File: src/rtl/vid_pkg.sv
// Shared types and constants for the pixel shifter: state enum, default palette, pixels-per-word.
package vid_pkg;

    typedef enum logic [1:0] {
        ST_IDLE   = 2'd0,
        ST_RUN    = 2'd1,
        ST_STARVE = 2'd2
    } vid_state_t;

    localparam logic [2:0] RGB_BLACK = 3'b000;
    localparam logic [2:0] RGB_WHITE = 3'b111;
    localparam logic [2:0] PAL_RST_0 = 3'b000;
    localparam logic [2:0] PAL_RST_1 = 3'b001;
    localparam logic [2:0] PAL_RST_2 = 3'b010;
    localparam logic [2:0] PAL_RST_3 = 3'b100;

    // Colour packs two bits per pixel, mono one.
    function automatic int unsigned pix_per_word(input int unsigned dw, input logic mono);
        return mono ? dw : dw / 2;
    endfunction

endpackage

File: src/rtl/vid_palette.sv
// Pixel code to RGB map. With VID_PALETTE_EN defined the map is a writable 4x3 palette,
// otherwise it is the fixed colour/mono map and the write port is ignored.
module vid_palette
    import vid_pkg::*;
(
    input  logic       clk,
    input  logic       rst_n,
    input  logic       pal_we,
    input  logic [1:0] pal_a,
    input  logic [2:0] pal_d,
    input  logic       mono,
    input  logic [1:0] code,
    output logic [2:0] rgb_c
);

`ifdef VID_PALETTE_EN
    logic [2:0] pal [4];

    always_ff @(posedge clk or negedge rst_n) begin
        if (!rst_n) begin
            pal[0] <= PAL_RST_0;
            pal[1] <= PAL_RST_1;
            pal[2] <= PAL_RST_2;
            pal[3] <= PAL_RST_3;
        end else if (pal_we) begin
            pal[pal_a] <= pal_d;
        end
    end

    // Mono uses the two outer entries so a colour palette also drives mono sensibly.
    always_comb begin
        rgb_c = pal[code];
        if (mono) begin
            rgb_c = code[0] ? pal[3] : pal[0];
        end
    end
`else
    logic unused_pal;
    assign unused_pal = ^{clk, rst_n, pal_we, pal_a, pal_d};

    always_comb begin
        rgb_c = RGB_BLACK;
        if (mono) begin
            rgb_c = code[0] ? RGB_WHITE : RGB_BLACK;
        end else begin
            case (code)
                2'd1:    rgb_c = PAL_RST_1;
                2'd2:    rgb_c = PAL_RST_2;
                2'd3:    rgb_c = PAL_RST_3;
                default: rgb_c = PAL_RST_0;
            endcase
        end
    end
`endif

endmodule

File: src/rtl/vid_pixel_shifter.sv
// Video pixel shifter: double-buffered RAM word into a shift register, one pixel per PCE.
// Optional writable palette enabled by macro VID_PALETTE_EN.
module vid_pixel_shifter
    import vid_pkg::*;
#(
    parameter int unsigned DW = 16
)
(
    input  logic          PIN_CLK,
    input  logic          PIN_nR,
    input  logic          PIN_PCE,
    input  logic          PIN_MODE,
    input  logic          PIN_WTI,
    input  logic [DW-1:0] PIN_D,
    input  logic          PIN_BLANK,
    input  logic          PIN_UNF_CLR,
    input  logic          PIN_PAL_WE,
    input  logic [1:0]    PIN_PAL_A,
    input  logic [2:0]    PIN_PAL_D,
    output logic          PIN_REQ,
    output logic [2:0]    PIN_RGB,
    output logic          PIN_UNF
);

    localparam int unsigned PCW = $clog2(DW + 1);

    vid_state_t     state;
    logic [DW-1:0]  hold;
    logic           hv;
    logic [DW-1:0]  sr;
    logic [PCW-1:0] pc;
    logic           mq;

    logic           boundary_c;
    logic           underrun_c;
    logic [1:0]     code_c;
    logic [2:0]     pal_rgb_c;

    assign PIN_REQ    = ~hv;
    assign boundary_c = PIN_PCE && ((state != ST_RUN) || (pc == PCW'(1)));
    assign underrun_c = boundary_c && !hv && !PIN_WTI && (state == ST_RUN);
    assign code_c     = mq ? {1'b0, sr[0]} : sr[1:0];

    // Word loading, pixel shifting and starvation tracking.
    always_ff @(posedge PIN_CLK or negedge PIN_nR) begin
        if (!PIN_nR) begin
            state <= ST_IDLE;
            hold  <= '0;
            hv    <= 1'b0;
            sr    <= '0;
            pc    <= '0;
            mq    <= 1'b0;
        end else if (boundary_c) begin
            if (hv || PIN_WTI) begin
                // Holding register has priority; with it empty a coincident strobe bypasses into SR.
                sr    <= hv ? hold : PIN_D;
                mq    <= PIN_MODE;
                pc    <= PCW'(pix_per_word(DW, PIN_MODE));
                state <= ST_RUN;
                if (hv) begin
                    if (PIN_WTI) begin
                        hold <= PIN_D;
                    end else begin
                        hv <= 1'b0;
                    end
                end
            end else if (state == ST_RUN) begin
                state <= ST_STARVE;
                pc    <= '0;
                sr    <= '0;
            end
        end else begin
            if (PIN_WTI) begin
                hold <= PIN_D;
                hv   <= 1'b1;
            end
            if (PIN_PCE && (state == ST_RUN)) begin
                sr <= mq ? (sr >> 1) : (sr >> 2);
                pc <= pc - PCW'(1);
            end
        end
    end

    // Sticky underrun; a new underrun wins over a clear in the same cycle.
    always_ff @(posedge PIN_CLK or negedge PIN_nR) begin
        if (!PIN_nR) begin
            PIN_UNF <= 1'b0;
        end else if (underrun_c) begin
            PIN_UNF <= 1'b1;
        end else if (PIN_UNF_CLR) begin
            PIN_UNF <= 1'b0;
        end
    end

    vid_palette u_palette (
        .clk    (PIN_CLK),
        .rst_n  (PIN_nR),
        .pal_we (PIN_PAL_WE),
        .pal_a  (PIN_PAL_A),
        .pal_d  (PIN_PAL_D),
        .mono   (mq),
        .code   (code_c),
        .rgb_c  (pal_rgb_c)
    );

    always_ff @(posedge PIN_CLK or negedge PIN_nR) begin
        if (!PIN_nR) begin
            PIN_RGB <= RGB_BLACK;
        end else if (PIN_BLANK || (state != ST_RUN)) begin
            PIN_RGB <= RGB_BLACK;
        end else begin
            PIN_RGB <= pal_rgb_c;
        end
    end

endmodule

File: config.mk
export PLATFORM = sky130hd
export DESIGN_NAME = vid_pixel_shifter
export DESIGN_NICKNAME = d
export VERILOG_FILES = /design/src/rtl/vid_pkg.sv /design/src/rtl/vid_palette.sv /design/src/rtl/vid_pixel_shifter.sv
export SDC_FILE = /design/constraint.sdc
export NUM_CORES = 1
export LEC_CHECK = 0
export BUFFER_PORTS_ARGS = -buffer_cell sky130_fd_sc_hd__buf_2
export CELL_PAD_IN_SITES_DETAIL_PLACEMENT = 1
export CELL_PAD_IN_SITES_GLOBAL_PLACEMENT = 1
export CORE_MARGIN = 4
export CORE_UTILIZATION = 48
export CTS_CLUSTER_DIAMETER = 100
export DETAILED_ROUTE_END_ITERATION = 8
export PLACE_DENSITY = 0.8
export SYNTH_ARGS = -nofsm -noshare
export SYNTH_HDL_FRONTEND = slang
export SYNTH_SLANG_ARGS = --single-unit
File: constraint.sdc
create_clock -name PIN_CLK -period 3.8 [get_ports PIN_CLK]
set_clock_uncertainty 0.15 [all_clocks]
set_input_delay 0.19 -clock PIN_CLK [delete_from_list [all_inputs] [get_ports PIN_CLK]]
set_output_delay 0.19 -clock PIN_CLK [all_outputs]
set_load 0.02 [all_outputs]
# == Word level (Yosys, flattened, before mapping) ==
# Index checks and enable logic that the tools add are counted.
# word_totals
register_bits,45
latchBits,0
mem_bits_rw,0
romBits,0
inputBits,29
out_inout_bits,5
wordCells,67
mem_count,0
# op_classes
addsub,1
multipliers,0
div_mod_pow,0
order_cmp,0
n_eq_ne,9
shifts,0
n_mux,29
n_bitwise,1
n_reduce_logical,19
# op_table
cell,count
16-bit 2-to-1 mux,9
5-bit 2-to-1 mux,5
15-bit 2-to-1 mux,1
2-bit AND reduction,5
3-bit 2-to-1 mux,3
3-bit one-hot mux with 3 select lines,1
2-bit nonzero test,4
1-bit 2-to-1 mux,7
2-bit 2-to-1 mux,3
5-bit by 1-bit equality test with 1-bit output (second input constant),1
1-bit logical AND,5
5-bit by 1-bit subtractor with 5-bit output (second input constant),1
2-bit by 1-bit equality test with 1-bit output (second input constant),2
2-bit equality test (second input constant),2
2-bit by 1-bit inequality test with 1-bit output (second input constant),2
1-bit logical OR,3
3-bit by 1-bit inequality test with 1-bit output (second input constant),1
1-bit zero test,2
2-bit inequality test (second input constant),1
1-bit inverter,1

# == Longest topological paths before layout ==
# depth
ltp_word,7
depth_mapped,8
depth_no_buf,6

# == Hierarchy ==
# Synthesis repeated with hierarchy kept, for this count alone.
# hier_totals
hier_cells,191
area_unflattened_um2,2278.4
# modules_own_cells
module,instances,cells_each,area_each_um2,seq_area_each_um2
vid_pixel_shifter,1,186,2249.7,1126.1
vid_palette,1,5,28.8,0.0

# == Worst setup path after synthesis ==
# Ideal clock, no wire load.
# synth_path
kind,register to register
start,reg pc[1]
end,reg hold[10]
setup_time_ps,125
arrival_time_ps,1733
required_ps,3525
slack_ps,1792
path_stages_with_launch,8
path_buffers,1
synth_period_minus_slack_ps,2008
path_cell_list,dfrtp_1 -> inv_1 -> ha_1 -> nor4b_4 -> o21ai_2 -> o21ai_4 -> buf_12 -> mux2_4
# synth_via
elab_chain_cells,5
elab_cells_between_ends,7
cone_classes,3 x eq/ne; 1 x mux; 3 x reduce/logical
# synth_rtl
item,line_no,rtl
"start, declared",vid_pixel_shifter.sv:31,logic [PCW-1:0] pc;
"start signal, assigned",vid_pixel_shifter.sv:58,"pc <= PCW'(pix_per_word(DW, PIN_MODE));"
"start signal, assigned",vid_pixel_shifter.sv:79,pc <= pc - PCW'(1);
5-bit by 1-bit equality test with 1-bit output (*),vid_pixel_shifter.sv:40,assign boundary_c = PIN_PCE && ((state != ST_RUN) || (pc == PCW'(1)));
1-bit logical OR (*),vid_pixel_shifter.sv:40,
1-bit logical AND (*),vid_pixel_shifter.sv:40,
2-bit by 1-bit inequality test with 1-bit output (no line) or 2-bit inequality test (tied branches),n/a,
2-bit AND reduction (no line),n/a,
"end signal, assigned",vid_pixel_shifter.sv:48,hold <= '0;
"end signal, assigned",vid_pixel_shifter.sv:62,hold <= PIN_D;
"end signal, assigned",vid_pixel_shifter.sv:74,hold <= PIN_D;
"end, declared",vid_pixel_shifter.sv:28,logic [DW-1:0] hold;
# Mark *: on every way between the ends. The rest lies on a longest branch, timed or not.
# A chain may end at the register's enable or synchronous reset.

# == Final worst setup path ==
# layout_path
start,reg pc[1]
end,reg hold[15]
# The elaborated chain is that of the path after synthesis.

==> metrics.md <==
| Metric | Value |
|---|---|
| Outcome | finished, final reports clean |
| Initial antenna violation count | 0 |
| Final instance area | 2700 µm² |
| Synth area leader | dfrtp_1 |
| Vias per inst | 5.75 |
| Tightest Pin Transition | 1.18 ns |
| Ant. Diodes | 0 |
| Max_slew headroom | 21.5% |
| Worst R2R Setup Slack | 1.29 ns |
| Placed Area | 2410 µm² |
| I/O Pins | 34 |
| Sequential area share after synthesis | 49.9% |
| Req. time, crit path | 3.83 ns |
| WHS Path Cells | 2 |
| Worst setup path category | reg -> reg |
| Drt first-iter violations | 66 |
| Residual DRC | 0 |
| Cts repair resizes | 0 |
| Die H | 76.6 µm |
| Commonest cells post-synth | 45 x dfrtp_1, 30 x mux2i_1, 24 x nand2_1 |
| Final Cycle Share | 65.9% |
| Crit. End Element | flip-flop |
| Max_cap viols | 0 |
| HP Start | PIN_WTI |
| Syn Nets | 221 |
| Max Slew Vio Count | 0 |
| Core ar. | 4440 µm² |
| Yosys cell types | 37 |
| Worst hold path class | in -> reg |
| Worst hold slack | 0.0281 ns |
| Register-to-Register Path Depth | 6 |
| Synthesized instance count | 190 |
| TNS Setup | 0 ns |
| Layout net count | 265 |
| Mapped Area | 2260 µm² |
| Final wirelength | 5.18 mm |
| FP Rows | 24 |
| Fmax | 399 MHz |
| Post-route ant nets | 0 |
| R2r endpoint | hold[15] |
| Pwr dens | 659 nW/µm² |
| Synth async-reset ratio | 100% |
| Die Wd | 76.6 µm |
| P&R area growth vs syn | 19.6% |
| Crit start category | flip-flop |
| H-tree depth | 2 |
| Vias in the first global route | 1856 |
| Worst-Skew Late Latency | 0.30 ns |
| Static Leak | 1.27 nW |
| Die area | 5860 µm² |
| Clk sinks | 45 |
| WL per Instance | 18.1 µm |
| Filler cells | 485 |
| #FFs+latches synth | 45 |
| GRT Resource Usage Total | 18.8% |
| Max VDD drop | 322 µV |
| Initial Util | 50.8% |
| Syn Area/Cell | 11.9 µm² |
| Vias | 1649 |
| CTS Buf Count | 5 |
| Most frequent cell after synthesis | dfrtp_1 |
| Pre-Repair DR Iteration Count | 4 |
| CTS tree | built |
| Detail Placement HPWL | 3.24 mm |
| Yosys warning count | 0 |
| CTS clock-pin slew for the worst setup and hold paths | 0.08 ns |
| Final setup vio count | 0 |
| CP max FO | 16 |
| RSZ-0062 raised after global routing | false |
| Final Power | 0.00178 W |
| Ranking of synthesized cells by area | dfrtp_1 50%, mux2i_1 13%, mux2_4 6.7% |
| Routability Congestion | 0.792 |
| CTS Buffer Depth | 2 |
| Largest net degree at the start of global routing | 46 |
| Final hold vios | 0 |
| Worst Path Arrival | 2.54 ns |
| Main flop type after synthesis | dfrtp_1 |
| Worst r2r src | pc[1] |
| Hold Crit Endpoint | PIN_UNF |
| Ratio of cells with drive above 1 in the final layout | 24.7% |
| Port bufs | 27 |
| Tmin final | 2.51 ns |
| Root Driver | clkbuf_8 |
| First-pass GRT wire length | 8.96 mm |
| Gr ovfl total | 0 |
| Number of synthesized flops with an enable pin | 0 |
| Synth top area share | 49.9% |
==> stage by stage <==
stage               util [%]  std cells  worst slack [ns]
floorplan                  -        190              1.79
finish                  60.7        287              1.29
CTS                     60.5        286              1.28
detailed placement      54.2        259              1.31
global placement        54.2        259              1.39
global route            60.7        287              1.13
==> placed cells by master, fill, tap and decap left out, types with 5 or more instances in the layout <==
master         count
dfrtp_1           45
mux2i_1           30
buf_2             27
nand2_1           24
dlygate4sd3_1     20
o221ai_1          15
mux2_4            10
nor2_1             6
o21ai_0            6
mux2_2             6
inv_1              5
clkbuf_8           5
==> worst max path at each step <==
| stage | slack (ns) | start | depth (start not counted) | end |
|---|---|---|---|---|
| floorplan | 1.79 | pc[1] | 7 | hold[10] |
| global placement | 1.39 | pc[1] | 6 | hold[4] |
| detailed placement | 1.31 | pc[1] | 6 | hold[0] |
| CTS | 1.28 | pc[1] | 6 | hold[0] |
| global route | 1.13 | pc[1] | 6 | hold[0] |
| finish | 1.29 | pc[1] | 6 | hold[15] |
==> where the power goes <==
part           switching, W  total [W]  internal (W)  leakage, nW
sequential         0.000205   0.000840      0.000635        0.556
clock              0.000172   0.000303      0.000131       0.0445
combinational      0.000313   0.000635      0.000322        0.668
==> flip-flops by register name, summed over array words and instances (netlist names) <==
name,flops
hold,16
sr,16
pc,5
PIN_RGB,3
state,2
PIN_UNF,1
hv,1
mq,1
==> critical path, stage by stage, from the launching register on <==
cell and delay, ns:
dfrtp_1 0.41, inv_1 0.09, ha_1 0.20, nor4b_4 0.34, o21ai_2 0.15, o21ai_4 0.63
mux2_2 0.41
==> final cells by class <==
| cell class | count | area, µm² | share of cell area, % |
|---|---|---|---|
| flip-flops and latches | 45 | 1130 | 41.7 |
| multi-input cells | 128 | 1050 | 38.8 |
| repair buffers | 49 | 350 | 13.0 |
| clock buffers | 5 | 68.8 | 2.55 |
| well taps | 52 | 65.1 | 2.41 |
| clock inverters | 3 | 21.3 | 0.788 |
| inverters | 5 | 18.8 | 0.696 |
==> routing by layer <==
metal / part of all wire (%) / routed length (µm) / vias to the layer above / GRT usage (%)
li1: - / - / 784 / -
met1: 41 / 2130 / 822 / 21.8
met2: 54 / 2780 / 36 / 34.5
met3: 4.1 / 213 / 7 / 4.73
met4: 1.2 / 63 / 0 / 4.71
met5: 0 / 0 / - / 0
==> cell families after synthesis <==
| family | count (synthesis) | synth area share (%) |
|---|---|---|
| AND/OR/NAND/NOR | 44 | 9.71 |
| buffers and inverters | 17 | 3.88 |
| multiplexers | 46 | 23.0 |
| flip-flops | 45 | 49.9 |
| adder cells (fa/ha/maj) | 3 | 1.55 |
| AO/OA/AOI/OAI | 35 | 12.0 |
==> timing repair <==
action / 4_1_cts / 5_1_grt
setup endpoints to repair: 0 / 0
endpoints found under the hold margin: 63 / 1
hold buffers: 19 / 1
setup buffers: 0 / 0
(Power assumes the default switching activity.)
